[src/rtl/automata_pkg.sv]
// Shared types and width helpers for the table-driven automaton engine.
// rule_t/dflt_t are sized by the package widths; the top checks its parameters against them.
package automata_pkg;

  localparam int PKG_U_W      = 8;
  localparam int PKG_C_W      = 8;
  localparam int PKG_N_STATES = 8;
  localparam int PKG_RULES    = 4;

  function automatic int width_of(input int n);
    return (n < 2) ? 1 : $clog2(n);
  endfunction

  function automatic logic in_range(input int unsigned v, input int unsigned n);
    return v < n;
  endfunction

  localparam int PKG_SW = width_of(PKG_N_STATES);

  typedef struct packed {
    logic               en;
    logic [PKG_U_W-1:0] mask;
    logic [PKG_U_W-1:0] value;
    logic [PKG_SW-1:0]  next;
    logic [PKG_C_W-1:0] out;
  } rule_t;

  typedef struct packed {
    logic               en;
    logic [PKG_C_W-1:0] out;
  } dflt_t;

endpackage

[src/rtl/automata_rule_match.sv]
// Combinational priority matcher over one state's rule row; lowest matching index wins.
// Also muxes out the winning rule so the top sees next/out without a second index.
module automata_rule_match
  import automata_pkg::*;
#(
  parameter int RULES = PKG_RULES,
  parameter int RW    = width_of(RULES)
) (
  input  logic [PKG_U_W-1:0] i_u,
  input  rule_t              i_row [RULES],
  output logic               o_any_hit,
  output logic [RW-1:0]      o_rule,
  output rule_t              o_sel
);

  always_comb begin
    o_any_hit = 1'b0;
    o_rule    = '0;
    o_sel     = '0;
    // Scan high to low so the lowest matching index is the last assignment.
    for (int r = RULES - 1; r >= 0; r--) begin
      if (i_row[r].en && ((i_u & i_row[r].mask) == (i_row[r].value & i_row[r].mask))) begin
        o_any_hit = 1'b1;
        o_rule    = RW'(r);
        o_sel     = i_row[r];
      end
    end
  end

endmodule

[src/rtl/prog_automata.sv]
// Table-driven Mealy engine: per-state prioritised product-term rules pick next state and registered C.
// One register stage from U to state/C/hit; the table is writable only while run=0.
module prog_automata
  import automata_pkg::*;
#(
  parameter int U_W         = PKG_U_W,
  parameter int C_W         = PKG_C_W,
  parameter int N_STATES    = PKG_N_STATES,
  parameter int RULES       = PKG_RULES,
  parameter int RESET_STATE = 0,
  localparam int SW         = width_of(N_STATES),
  localparam int RW         = width_of(RULES)
) (
  input  logic           clk,
  input  logic           rst,
  input  logic           run,
  input  logic [U_W-1:0] U,
  output logic [C_W-1:0] C,
  output logic [SW-1:0]  state,
  output logic           hit,
  output logic [RW-1:0]  hit_rule,
  input  logic           cfg_we,
  input  logic           cfg_dflt,
  input  logic [SW-1:0]  cfg_state,
  input  logic [RW-1:0]  cfg_rule,
  input  logic           cfg_en,
  input  logic [U_W-1:0] cfg_mask,
  input  logic [U_W-1:0] cfg_value,
  input  logic [SW-1:0]  cfg_next,
  input  logic [C_W-1:0] cfg_out,
  output logic           cfg_err
);

  if (RESET_STATE < 0 || RESET_STATE >= N_STATES) begin : g_bad_reset_state
    $fatal(1, "prog_automata: RESET_STATE out of range");
  end
  if (N_STATES < 2 || RULES < 2 || U_W != PKG_U_W || C_W != PKG_C_W || SW != PKG_SW) begin : g_bad_widths
    $fatal(1, "prog_automata: parameters incompatible with automata_pkg widths");
  end

  rule_t           r_rules [N_STATES][RULES];
  dflt_t           r_dflt  [N_STATES];
  logic [SW-1:0]   r_state;
  logic [C_W-1:0]  r_c;
  logic            r_hit;
  logic [RW-1:0]   r_hit_rule;
  logic            r_cfg_err;

  rule_t           w_row [RULES];
  rule_t           w_sel;
  dflt_t           w_dflt;
  logic            w_any_hit;
  logic [RW-1:0]   w_rule;
  logic            w_cfg_valid;
  logic            w_cfg_accept;
  logic [SW-1:0]   w_state_nxt;
  logic [C_W-1:0]  w_c_nxt;
  logic            w_hit_nxt;
  logic [RW-1:0]   w_hit_rule_nxt;

  assign w_row  = r_rules[r_state];
  assign w_dflt = r_dflt[r_state];

  automata_rule_match #(.RULES(RULES), .RW(RW)) u_match (
    .i_u       (U),
    .i_row     (w_row),
    .o_any_hit (w_any_hit),
    .o_rule    (w_rule),
    .o_sel     (w_sel)
  );

  // Range checks on the write indices keep the state register inside N_STATES.
  assign w_cfg_valid  = !run && in_range(32'(cfg_state), N_STATES)
                        && (cfg_dflt || in_range(32'(cfg_next), N_STATES));
  assign w_cfg_accept = cfg_we && w_cfg_valid;

  always_ff @(posedge clk) begin
    if (rst) begin
      for (int s = 0; s < N_STATES; s++) begin
        for (int r = 0; r < RULES; r++) r_rules[s][r] <= '0;
        r_dflt[s] <= '{en: 1'b1, out: '0};
      end
    end else if (w_cfg_accept) begin
      if (cfg_dflt)
        r_dflt[cfg_state] <= '{en: cfg_en, out: cfg_out};
      else if (in_range(32'(cfg_rule), RULES))
        r_rules[cfg_state][cfg_rule] <= '{en: cfg_en, mask: cfg_mask, value: cfg_value,
                                          next: cfg_next, out: cfg_out};
    end
  end

  always_ff @(posedge clk) begin
    if (rst) begin
      r_state    <= SW'(RESET_STATE);
      r_c        <= '0;
      r_hit      <= 1'b0;
      r_hit_rule <= '0;
      r_cfg_err  <= 1'b0;
    end else begin
      r_state    <= w_state_nxt;
      r_c        <= w_c_nxt;
      r_hit      <= w_hit_nxt;
      r_hit_rule <= w_hit_rule_nxt;
      r_cfg_err  <= cfg_we && !w_cfg_valid;
    end
  end

  always_comb begin
    w_state_nxt    = r_state;
    w_c_nxt        = r_c;
    w_hit_nxt      = r_hit;
    w_hit_rule_nxt = r_hit_rule;
    if (run) begin
      if (w_any_hit) begin
        w_state_nxt    = w_sel.next;
        w_c_nxt        = w_sel.out;
        w_hit_nxt      = 1'b1;
        w_hit_rule_nxt = w_rule;
      end else begin
        w_hit_nxt = 1'b0;
        if (w_dflt.en) w_c_nxt = w_dflt.out;
      end
    end
  end

  always_comb begin
    state    = r_state;
    C        = r_c;
    hit      = r_hit;
    hit_rule = r_hit_rule;
    cfg_err  = r_cfg_err;
  end

endmodule

[config.mk]
export PLATFORM = sky130hd
export DESIGN_NAME = prog_automata
export DESIGN_NICKNAME = d
export VERILOG_FILES = /design/src/rtl/automata_pkg.sv /design/src/rtl/automata_rule_match.sv /design/src/rtl/prog_automata.sv
export SDC_FILE = /design/constraint.sdc
export NUM_CORES = 1
export LEC_CHECK = 0
export BUFFER_PORTS_ARGS = -buffer_cell sky130_fd_sc_hd__buf_2
export CAP_MARGIN = 20
export CORE_UTILIZATION = 36
export CTS_CLUSTER_SIZE = 30
export DETAILED_ROUTE_END_ITERATION = 12
export HOLD_SLACK_MARGIN = 0.05
export PLACE_DENSITY = 0.56
export RECOVER_POWER = 50
export SLEW_MARGIN = 20
export SYNTH_ARGS = -nofsm -noshare
export SYNTH_HDL_FRONTEND = slang
export SYNTH_SLANG_ARGS = --single-unit
[constraint.sdc]
create_clock -name clk -period 14.4 [get_ports clk]
set_clock_uncertainty 0.15 [all_clocks]
set_input_delay 4.32 -clock clk [delete_from_list [all_inputs] [get_ports clk]]
set_output_delay 4.32 -clock clk [all_outputs]
set_load 0.02 [all_outputs]
==> results.sh <==
export IMPL_netlist_instances=3162
export IMPL_finalCritPeriodShare_pct=69.23
export IMPL_synth_flop_cell="edfxtp_1"
export IMPL_cp_arrival_ns=10.23
export IMPL_antenna_found_initial=10
export IMPL_dp_hpwl_um=66690
export IMPL_wl_um=121200
export IMPL_crit_required_ns=14.66
export IMPL_postRouteAntennaNets=0
export IMPL_crit_type="primary input to register"
export IMPL_cts_setup_buffers=0
export IMPL_port_buffers=60
export IMPL_synth_seq_cells=986
export IMPL_failed_checks="max-capacitance violations, max-slew violations"
export IMPL_clock_latency_ns=0.68
export IMPL_powerDensity_nw_per_um2=125.6
export IMPL_grt_pass1_vias=25150
export IMPL_vias=25090
export IMPL_die_y_um=356.5
export IMPL_cts_tree="done"
export IMPL_syn_mean_instance_area_um2=14.31
export IMPL_fill_cells=11280
export IMPL_leakagePower_nw=16.79
export IMPL_synth_async_sr_flop_share_pct=0
export IMPL_r2r_end="C[5]"
export IMPL_multi_input_area_um2=14610
export IMPL_status="complete, but fails checks"
export IMPL_dr_pass1_iters=5
export IMPL_synth_edf_count=968
export IMPL_track_usage_pct=19.14
export IMPL_h_tree_depth=3
export IMPL_critPathBufInv=4
export IMPL_final_layout_size_suffix_gt1_share_pct=13.60
export IMPL_start_util_pct=36.45
export IMPL_finalSetupViolations=0
export IMPL_grt_pass1_wl_um=177600
export IMPL_ctsResizeCount=0
export IMPL_grt_start_max_net_pins=95
export IMPL_period_minus_slack_ns=9.969
export IMPL_rows=129
export IMPL_post_drt_wl_per_cell_um=24.92
export IMPL_setup_tns_final_ns=0
export IMPL_syn_cell_area_um2=45240
export IMPL_whs_ns=0.3292
export IMPL_cts_max_path_buffers=3
export IMPL_synth_nets=3208
export IMPL_rsz0062_at_grt="no"
export IMPL_crit_family="buffers and inverters"
export IMPL_cp_cell_sequence="clkbuf_1, clkinv_1, clkbuf_1, o21ai_0, buf_16"
export IMPL_coreArea_um2=124100
export IMPL_ir_drop_uv=95.99
export IMPL_finalHoldViolCount=0
export IMPL_die_area_um2=127100
export IMPL_crit_fanout=47
export IMPL_reg2reg_depth=11
export IMPL_layout_commonest_cell="edfxtp_1"
export IMPL_drv_slew=538
export IMPL_ys_seq_area_share_pct=65.05
export IMPL_fmax_mhz=100.3
export IMPL_tightest_slew_ns=3.139
export IMPL_hold_path_class="register to register"
export IMPL_yosys_cell_types_count=71
export IMPL_hold_end="hit"
export IMPL_cts_made_buffers=100
export IMPL_root_buffer="clkbuf_16"
export IMPL_syn2layout_area_growth_pct=10.73
export IMPL_nets=3188
export IMPL_mostFrequentLayoutCells="edfxtp_1 (968), and2_1 (725), and2_0 (242), nand2_1 (167), mux4_2 (158)"
export IMPL_vias_per_cell=5.159
export IMPL_drt_iter0_markers=2496
export IMPL_cp_slowest_cell="o21ai_0"
export IMPL_grt_ovfl_total=0
export IMPL_min_delay_path_depth=2
export IMPL_drc=0
export IMPL_place_congestion=0.7721
export IMPL_ff_latch_area_um2=29440
export IMPL_drv_cap=20
export IMPL_die_w_um=356.5
export IMPL_cts_sinks=986
export IMPL_cpMostUsedCell="clkbuf_1"
export IMPL_r2r_slack_ns=8.11
export IMPL_worst_setup_path_start_kind="primary input"
export IMPL_path_clk_slew_ns=0.06
export IMPL_yosys_warnings=0
export IMPL_holdBufCountCts=0
export IMPL_floorplan_io_pins=61
export IMPL_critPathMaxStageDelay_ns=2.52
export IMPL_max_slew_margin_pct=-109.2
export IMPL_end_kind="register"
export IMPL_hp_start="hit"
-- state kept, by name (all words and copies together) (netlist names), named ones only --
register  flops
r_rules     896
C             8
cfg_err       1
hit_rule      2
state         3
hit           1
r_dflt       72
-- metrics by stage --
step | utilization [%] | setup WS, ns | area (µm²) | cells | total power, mW
after floorplan | - | 6.561 | 45240 | 3162 | 3.673
after global placement | 38.02 | 6.202 | 47190 | 4675 | 3.853
after detailed placement | 38.03 | 6.058 | 47210 | 4676 | 3.857
after CTS | 40.52 | 6.759 | 50290 | 4857 | 6.339
after global routing | 40.35 | 4.058 | 50090 | 4858 | 6.496
final | 40.36 | 4.431 | 50100 | 4862 | 6.291
-- per-layer routing --
layer	global-route usage (%)	routed length [µm]
met5	0	34
met4	4.807	2636
met3	3.064	6867
met2	31.24	58080
met1	26.61	53550
-- Yosys cell counts (all sizes together), types with 25 or more instances --
library cell	count	area, µm²
mux4	159	3585
and2	967	6050
nand2	167	626.9
nand3	36	180.2
clkbuf	208	784.5
xor2	138	1209
buf	66	501.7
a21oi	45	225.2
mux2i	25	250.2
nor2	72	270.3
edfxtp	968	29070
o21ai	48	240.2
-- cell families (layout without fill, tap and decap cells) --
| group | after synthesis | in the layout | synth area share, % |
|---|---|---|---|
| buffers and inverters | 290 | 349 | 2.976 |
| AOI/OAI and AO/OA | 238 | 238 | 3.767 |
| muxes | 188 | 188 | 8.576 |
| other | 0 | 4 | 0 |
| DFF | 986 | 986 | 65.05 |
| xor gates and xnor gates | 148 | 148 | 2.865 |
| and+or+nand+nor | 1312 | 1312 | 16.77 |
-- worst reg2reg max path, delay by kind of cell (launching register included) --
family,cells,cell delay (ns)
buffers and inverters,2,1.46
AO/OA/AOI/OAI,5,1.74
flip-flops,1,0.90
multiplexers,1,0.72
XOR/XNOR,1,0.17
AND/OR/NAND/NOR,2,1.03
-- how the worst max path moves through the flow --
stage / startpoint / end / slack [ns] / cells after the start
final: rst / r_rules[2][86] / 4.43 / 5
after global routing: rst / r_rules[2][86] / 4.06 / 5
after CTS: U[7] / C[5] / 6.76 / 11
after detailed placement: U[7] / C[5] / 6.06 / 11
after global placement: U[7] / C[5] / 6.20 / 11
after floorplan: run / r_rules[0][56] / 6.56 / 5
-- power breakdown --
part | internal (mW) | switching (mW) | total [mW] | leakage, nW
clock network | 1.38 | 1.12 | 2.50 | 1.50
registers | 3.29 | 0.0512 | 3.35 | 9.35
logic | 0.143 | 0.303 | 0.446 | 5.95
total | 4.82 | 1.47 | 6.29 | 16.8
-- layout make-up --
type	count	area share [%]
sequential	986	58.76
multi-input combinational	1886	29.16
clock buffer	126	5.232
tap	1637	4.088
timing repair buffer	152	1.686
clock inverter	55	0.9341
inverter	16	0.1199
antenna	4	0.01998
Note: power is estimated with default switching activity, not from simulation.
